$ cat config.mk
export PLATFORM = sky130hd
export DESIGN_NAME = ssd_mux_driver
export DESIGN_NICKNAME = d
export VERILOG_FILES = /design/src/rtl/ssd_mux_driver.sv
export SDC_FILE = /design/constraint.sdc
export NUM_CORES = 1
export LEC_CHECK = 0
export BUFFER_PORTS_ARGS = -buffer_cell sky130_fd_sc_hd__buf_4
export CAP_MARGIN = 20
export CORE_MARGIN = 5
export CORE_UTILIZATION = 55
export CTS_CLUSTER_DIAMETER = 100
export CTS_CLUSTER_SIZE = 16
export DETAILED_ROUTE_END_ITERATION = 10
export GPL_TIMING_DRIVEN = 0
export PLACE_DENSITY_LB_ADDON = 0.25
export SYNTH_ARGS = -nofsm -noshare
export SYNTH_HDL_FRONTEND = slang
export SYNTH_SLANG_ARGS = --single-unit
$ cat constraint.sdc
create_clock -name ssd_mux_driver_port_clk -period 6.95 [get_ports ssd_mux_driver_port_clk]
set_input_delay 0.695 -clock ssd_mux_driver_port_clk [delete_from_list [all_inputs] [get_ports ssd_mux_driver_port_clk]]
set_output_delay 0.695 -clock ssd_mux_driver_port_clk [all_outputs]
set_load 0.02 [all_outputs]
$ cat src/rtl/ssd_mux_driver.sv
// Time-multiplexed seven-segment driver: scans one digit per slot with PWM dimming,
// optional leading-zero blanking, and a shadow/active register pair committed only at frame boundaries.
module ssd_mux_driver #(
    parameter int NUM_DIGITS = 8,
    parameter int DIV_LOG2   = 17,
    parameter int BRIGHT_W   = 4,
    parameter int LZ_BLANK   = 0
) (
    input  logic                    ssd_mux_driver_port_clk,
    input  logic                    ssd_mux_driver_port_rst_n,
    input  logic [4*NUM_DIGITS-1:0] ssd_mux_driver_port_data_in,
    input  logic [NUM_DIGITS-1:0]   ssd_mux_driver_port_dp_in,
    input  logic [NUM_DIGITS-1:0]   ssd_mux_driver_port_blank_in,
    input  logic                    ssd_mux_driver_port_load,
    input  logic [BRIGHT_W-1:0]     ssd_mux_driver_port_bright,
    output logic [NUM_DIGITS-1:0]   ssd_mux_driver_port_an,
    output logic [6:0]              ssd_mux_driver_port_cc,
    output logic                    ssd_mux_driver_port_dp_out,
    output logic                    ssd_mux_driver_port_upd_done,
    output logic                    ssd_mux_driver_port_frame
);

    localparam int IDX_W = (NUM_DIGITS > 1) ? $clog2(NUM_DIGITS) : 1;
    localparam logic [IDX_W-1:0] LAST_IDX = IDX_W'(NUM_DIGITS - 1);

    logic [DIV_LOG2-1:0]     cnt_q, cnt_d;
    logic [IDX_W-1:0]        idx_q, idx_d;
    logic [4*NUM_DIGITS-1:0] shd_data_q, shd_data_d;
    logic [NUM_DIGITS-1:0]   shd_dp_q, shd_dp_d;
    logic [NUM_DIGITS-1:0]   shd_blank_q, shd_blank_d;
    logic                    pending_q, pending_d;
    logic [4*NUM_DIGITS-1:0] act_data_q, act_data_d;
    logic [NUM_DIGITS-1:0]   act_dp_q, act_dp_d;
    logic [NUM_DIGITS-1:0]   act_blank_q, act_blank_d;
    logic                    act_valid_q, act_valid_d;
    logic [NUM_DIGITS-1:0]   an_q, an_d;
    logic [6:0]              cc_q, cc_d;
    logic                    dp_out_q, dp_out_d;
    logic                    upd_done_q, upd_done_d;
    logic                    frame_q, frame_d;

    logic                    slot_end;
    logic                    boundary;
    logic [3:0]              nibble;
    logic                    upper_nonzero;
    logic                    lz_dark;
    logic [BRIGHT_W-1:0]     phase;
    logic                    lit;

    function automatic logic [6:0] seg_decode(input logic [3:0] n);
        logic [6:0] s;
        case (n)
            4'h0: s = 7'h40;
            4'h1: s = 7'h79;
            4'h2: s = 7'h24;
            4'h3: s = 7'h30;
            4'h4: s = 7'h19;
            4'h5: s = 7'h12;
            4'h6: s = 7'h02;
            4'h7: s = 7'h78;
            4'h8: s = 7'h00;
            4'h9: s = 7'h10;
            4'hA: s = 7'h08;
            4'hB: s = 7'h03;
            4'hC: s = 7'h46;
            4'hD: s = 7'h21;
            4'hE: s = 7'h06;
            default: s = 7'h0E;
        endcase
        return s;
    endfunction

    // A load on the boundary cycle bypasses the shadow so it is not delayed a whole frame.
    always_comb begin
        slot_end    = &cnt_q;
        boundary    = slot_end && (idx_q == LAST_IDX);
        cnt_d       = cnt_q + DIV_LOG2'(1);
        idx_d       = idx_q;
        shd_data_d  = shd_data_q;
        shd_dp_d    = shd_dp_q;
        shd_blank_d = shd_blank_q;
        pending_d   = pending_q;
        act_data_d  = act_data_q;
        act_dp_d    = act_dp_q;
        act_blank_d = act_blank_q;
        act_valid_d = act_valid_q;
        upd_done_d  = 1'b0;
        frame_d     = boundary;

        if (slot_end) begin
            idx_d = boundary ? '0 : idx_q + IDX_W'(1);
        end

        if (boundary) begin
            if (ssd_mux_driver_port_load) begin
                act_data_d  = ssd_mux_driver_port_data_in;
                act_dp_d    = ssd_mux_driver_port_dp_in;
                act_blank_d = ssd_mux_driver_port_blank_in;
                act_valid_d = 1'b1;
                pending_d   = 1'b0;
                upd_done_d  = 1'b1;
            end else if (pending_q) begin
                act_data_d  = shd_data_q;
                act_dp_d    = shd_dp_q;
                act_blank_d = shd_blank_q;
                act_valid_d = 1'b1;
                pending_d   = 1'b0;
                upd_done_d  = 1'b1;
            end
        end else if (ssd_mux_driver_port_load) begin
            shd_data_d  = ssd_mux_driver_port_data_in;
            shd_dp_d    = ssd_mux_driver_port_dp_in;
            shd_blank_d = ssd_mux_driver_port_blank_in;
            pending_d   = 1'b1;
        end
    end

    // Nothing is lit until the first commit, so the power-up zeros never flash on the display.
    always_comb begin
        nibble        = act_data_q[4*int'(idx_q) +: 4];
        upper_nonzero = 1'b0;
        for (int j = 0; j < NUM_DIGITS; j++) begin
            if ((j >= int'(idx_q)) && (act_data_q[4*j +: 4] != 4'h0)) begin
                upper_nonzero = 1'b1;
            end
        end
        lz_dark  = (LZ_BLANK != 0) && (idx_q != '0) && !upper_nonzero;
        phase    = cnt_q[DIV_LOG2-1 -: BRIGHT_W];
        lit      = act_valid_q && !act_blank_q[idx_q] && !lz_dark &&
                   (phase <= ssd_mux_driver_port_bright);
        an_d     = '1;
        cc_d     = 7'h7F;
        dp_out_d = 1'b1;
        if (lit) begin
            an_d     = ~(NUM_DIGITS'(1) << idx_q);
            cc_d     = seg_decode(nibble);
            dp_out_d = ~act_dp_q[idx_q];
        end
    end

    always_ff @(posedge ssd_mux_driver_port_clk or negedge ssd_mux_driver_port_rst_n) begin
        if (!ssd_mux_driver_port_rst_n) begin
            cnt_q       <= '0;
            idx_q       <= '0;
            shd_data_q  <= '0;
            shd_dp_q    <= '0;
            shd_blank_q <= '0;
            pending_q   <= 1'b0;
            act_data_q  <= '0;
            act_dp_q    <= '0;
            act_blank_q <= '0;
            act_valid_q <= 1'b0;
            an_q        <= '1;
            cc_q        <= 7'h7F;
            dp_out_q    <= 1'b1;
            upd_done_q  <= 1'b0;
            frame_q     <= 1'b0;
        end else begin
            cnt_q       <= cnt_d;
            idx_q       <= idx_d;
            shd_data_q  <= shd_data_d;
            shd_dp_q    <= shd_dp_d;
            shd_blank_q <= shd_blank_d;
            pending_q   <= pending_d;
            act_data_q  <= act_data_d;
            act_dp_q    <= act_dp_d;
            act_blank_q <= act_blank_d;
            act_valid_q <= act_valid_d;
            an_q        <= an_d;
            cc_q        <= cc_d;
            dp_out_q    <= dp_out_d;
            upd_done_q  <= upd_done_d;
            frame_q     <= frame_d;
        end
    end

    assign ssd_mux_driver_port_an       = an_q;
    assign ssd_mux_driver_port_cc       = cc_q;
    assign ssd_mux_driver_port_dp_out   = dp_out_q;
    assign ssd_mux_driver_port_upd_done = upd_done_q;
    assign ssd_mux_driver_port_frame    = frame_q;

endmodule
==> out/results.ini <==
[outcome]
status = finished, final reports clean

[floorplan]
dieArea_mm2 = 0.01344
dieHeight_um = 115.9
fp.coreArea_mm2 = 0.01094
core.rowCount = 38
floorplan.io_pins = 73
die-width_um = 115.9
starting_density_of_the_core = 0.5643

[grt]
wire_length_of_the_first_global_routing_pass_um = 21180
gr-usage-all-layers = 0.2071
antenna_found_initial = 0
grt_max_degree = 104
grt_pass1_vias = 4255
globalRouteOverflowTotal = 0

[timing]
maxClockFrequency_ghz = 0.3085
worst-slew-pin-transition_ns = 0.7768
timing.clock.skew_ns = 0.009446
fin_setup_tns_ns = 0
setup_slack_ns = 3.708
final_period_minus_worst_setup_slack_ns = 3.242
setup_violations = 0
fin_crit_share = 0.4664
worst_slew_margin_rel = 0.4821
fin_worst_hold_slack_ns = 0.1508
final-max-slew-violation-count = 0
rsz0062_at_grt = no
timing.final.hold_violations = 0

[synth]
synth_compound_area_frac = 0.05941
synth.cell_area_mm2 = 0.006171
yosys_register_bits = 136
synth.cells.most_frequent = dfrtp_1, nand2_1, mux2i_1
post_synth_xor_area_fraction = 0.01987
synthSimpleGateAreaFrac = 0.07401
post-synth-top-count-cell = dfrtp_1
yosys.area.top_type = dfrtp_1
synth_mux_area_frac = 0.2281
post_synth.cell_area_avg_um2 = 12.44
post-synth-top-area-fraction = 0.4866
synth_sequential_area_ratio = 0.5547
ys_types = 38
share_of_flip_flops_with_an_asynchronous_set_or_reset_after_synthesis = 1.000
number_of_enable_flip_flop_cells_after_synthesis = 0
synth_fa_ha_area_frac = 0.03447
netlist_instances = 496
dominant_combinational_cell_family_by_area_after_synthesis = multiplexers
synth_nets = 568
yosys_most_used_dff = dfrtp_1
synthesis.yosys.warnings = 0
synth_top_cells_by_area = dfrtp_1, mux2_2, mux2i_1

[routing]
routed_wl_um = 12610
routed_wire_length_per_instance_um = 17.04
drt_pass1_iterations = 4
routed_via_density = 5.522
drt_drc_violations_left = 0
via_count = 4086
antenna_violating_nets_post_route = 0
detail_route.iter0.violations = 255

[setup_path]
maximum_fanout_along_the_worst_path = 10
worst_path_largest_cell_delay_ns = 0.42
ff_to_ff_start = cnt_q[2]
worst-endpoint-arrival_ns = 3.56
depth_of_the_worst_register_to_register_path = 12
critPathSlowestCell = dfrtp_1
critPathRequiredTime_ns = 7.27
cp-start-kind = flop
critPathKind = reg2reg
timing.critical_path.to_type = flop
crit_path_cell_trace = and3_1, and2_1, nand2_1, nor3b_1, and3_1, ha_1, and2_0, o21ai_1, clkbuf_1, clkbuf_1, nand2_1, o21ai_0
critPathLaunch = cnt_q[2]

[clock_network]
cts_htree_levels = 4
tritoncts.num_buffers = 17
post_cts_buffers = 0
source_to_sink_clock_delay_at_the_later_pin_of_the_worst_skew_pair_ns = 0.42
tritoncts = yes
total_of_cells_resized_after_clock_tree_synthesis = 0
path_clk_slew_ns = 0.06
cts_sinks = 136
cts_buffer_depth = 2
hold_fix_buffer_count_after_cts = 0
cts-root-buf = clkbuf_16

[placement]
place_inst = 708
placement_stage_worst_setup_slack_ns = 3.803
dp.final_hpwl_um = 8685
finalWeightedCongestion = 0.8695
port_buffers = 71

[power]
net_switching_share_of_the_total_power = 0.2176
comb_power_share = 0.065
power.share.clock = 0.472
power.internal_mw = 1.411
power_switching_mw = 0.3924
sequentialPowerShare = 0.463
power_consumption_mw = 1.803
pwr_density_cell_mw_per_mm2 = 241.3
leakagePower_nw = 3.507
peakVddDrop_mv = 0.2011

[final_layout]
layout_overhead_on_the_synthesized_area_pct = 21.09
fin_nets = 659
insertedDiodeCount = 0
drive_gt1_frac = 0.3183
layout.cells.non_filler = 740

[worst_hold_path]
min_path_type = in2async

[run]
max-cap-violations = 0

[path summary, 6_finish.rpt]
path	end	slack (ns)
min in group ssd_mux_driver_port_clk	cnt_q[5]	0.46
setup reg to reg	act_data_q[29]	3.71
max in group asynchronous	act_data_q[29]	6.02
setup / recovery	act_data_q[29]	3.71
hold reg to reg	cnt_q[5]	0.46
hold / removal	act_dp_q[0]	0.15
[worst max-delay path: cells and delay by family, from the launching register on]
kind,cells,cell delay (ns)
flip-flops,1,0.42
AO/OA/AOI/OAI,2,0.43
adder cells (fa/ha/maj),1,0.27
AND/OR/NAND/NOR,7,1.20
buffers and inverters,2,0.81
[sequential cells by signal, summed over array words and instances, names as in the netlist]
name and cells:
cnt_q 17, act_dp_q 8, shd_data_q 32, shd_blank_q 8, idx_q 3, act_data_q 32
act_blank_q 8, shd_dp_q 8, act_valid_q 1, ssd_mux_driver_port_cc 7, ssd_mux_driver_port_frame 1, ssd_mux_driver_port_an 8
ssd_mux_driver_port_upd_done 1, ssd_mux_driver_port_dp_out 1, pending_q 1
[power groups by stage]
stage               registers (mW)  logic (mW)  clock network, mW
finish                       0.835       0.117              0.851
global route                 0.838       0.130              0.894
CTS                          0.835       0.120              0.860
detailed placement           0.848       0.119                  0
global placement             0.846       0.113                  0
floorplan                    0.844      0.0618                  0
[through the flow]
step,util,cell area (µm²)
CTS,0.6833,7472
global placement,0.6291,6879
finish,0.6833,7472
detailed placement,0.6319,6910
global route,0.6833,7472
floorplan,-,6171
[placed cells by master (no fill, tap or decap), drive strengths merged, types with 9 or more instances in the layout]
master  netlist  layout
ha           17      17
dfstp        16      16
mux2         50      50
buf          14      86
nand3        14      14
o21ai        55      55
xnor2         9       9
mux2i        55      55
clkbuf       13      37
inv          11      11
nand2        69      69
mux4         12      12
dfrtp       120     120
[cell type report]
type | count | area [µm²]
multi-input cells | 321 | 2566
inverters | 12 | 45.04
clock inverters | 8 | 70.07
fillers | 818 | 3463
clock buffers | 24 | 491.7
flip-flops and latches | 136 | 3423
repair buffers | 72 | 564.3
well taps | 140 | 175.2
plain buffers | 27 | 136.4
[kinds of logic (layout without fill, tap and decap cells)]
kind of cell	after synthesis	count (layout)
flops	136	136
mux	117	117
simple gates	106	106
compound gates	67	67
buf+inv	39	143
fa+ha+maj	17	17
xor+xnor	14	14
[metal layers]
layer  track usage  share of wire
met2        0.3391           0.49
met4       0.07425          0.017
met3       0.05274          0.048
met1        0.2695           0.44
met5             0              0
Power figures use the tool's default switching activity.
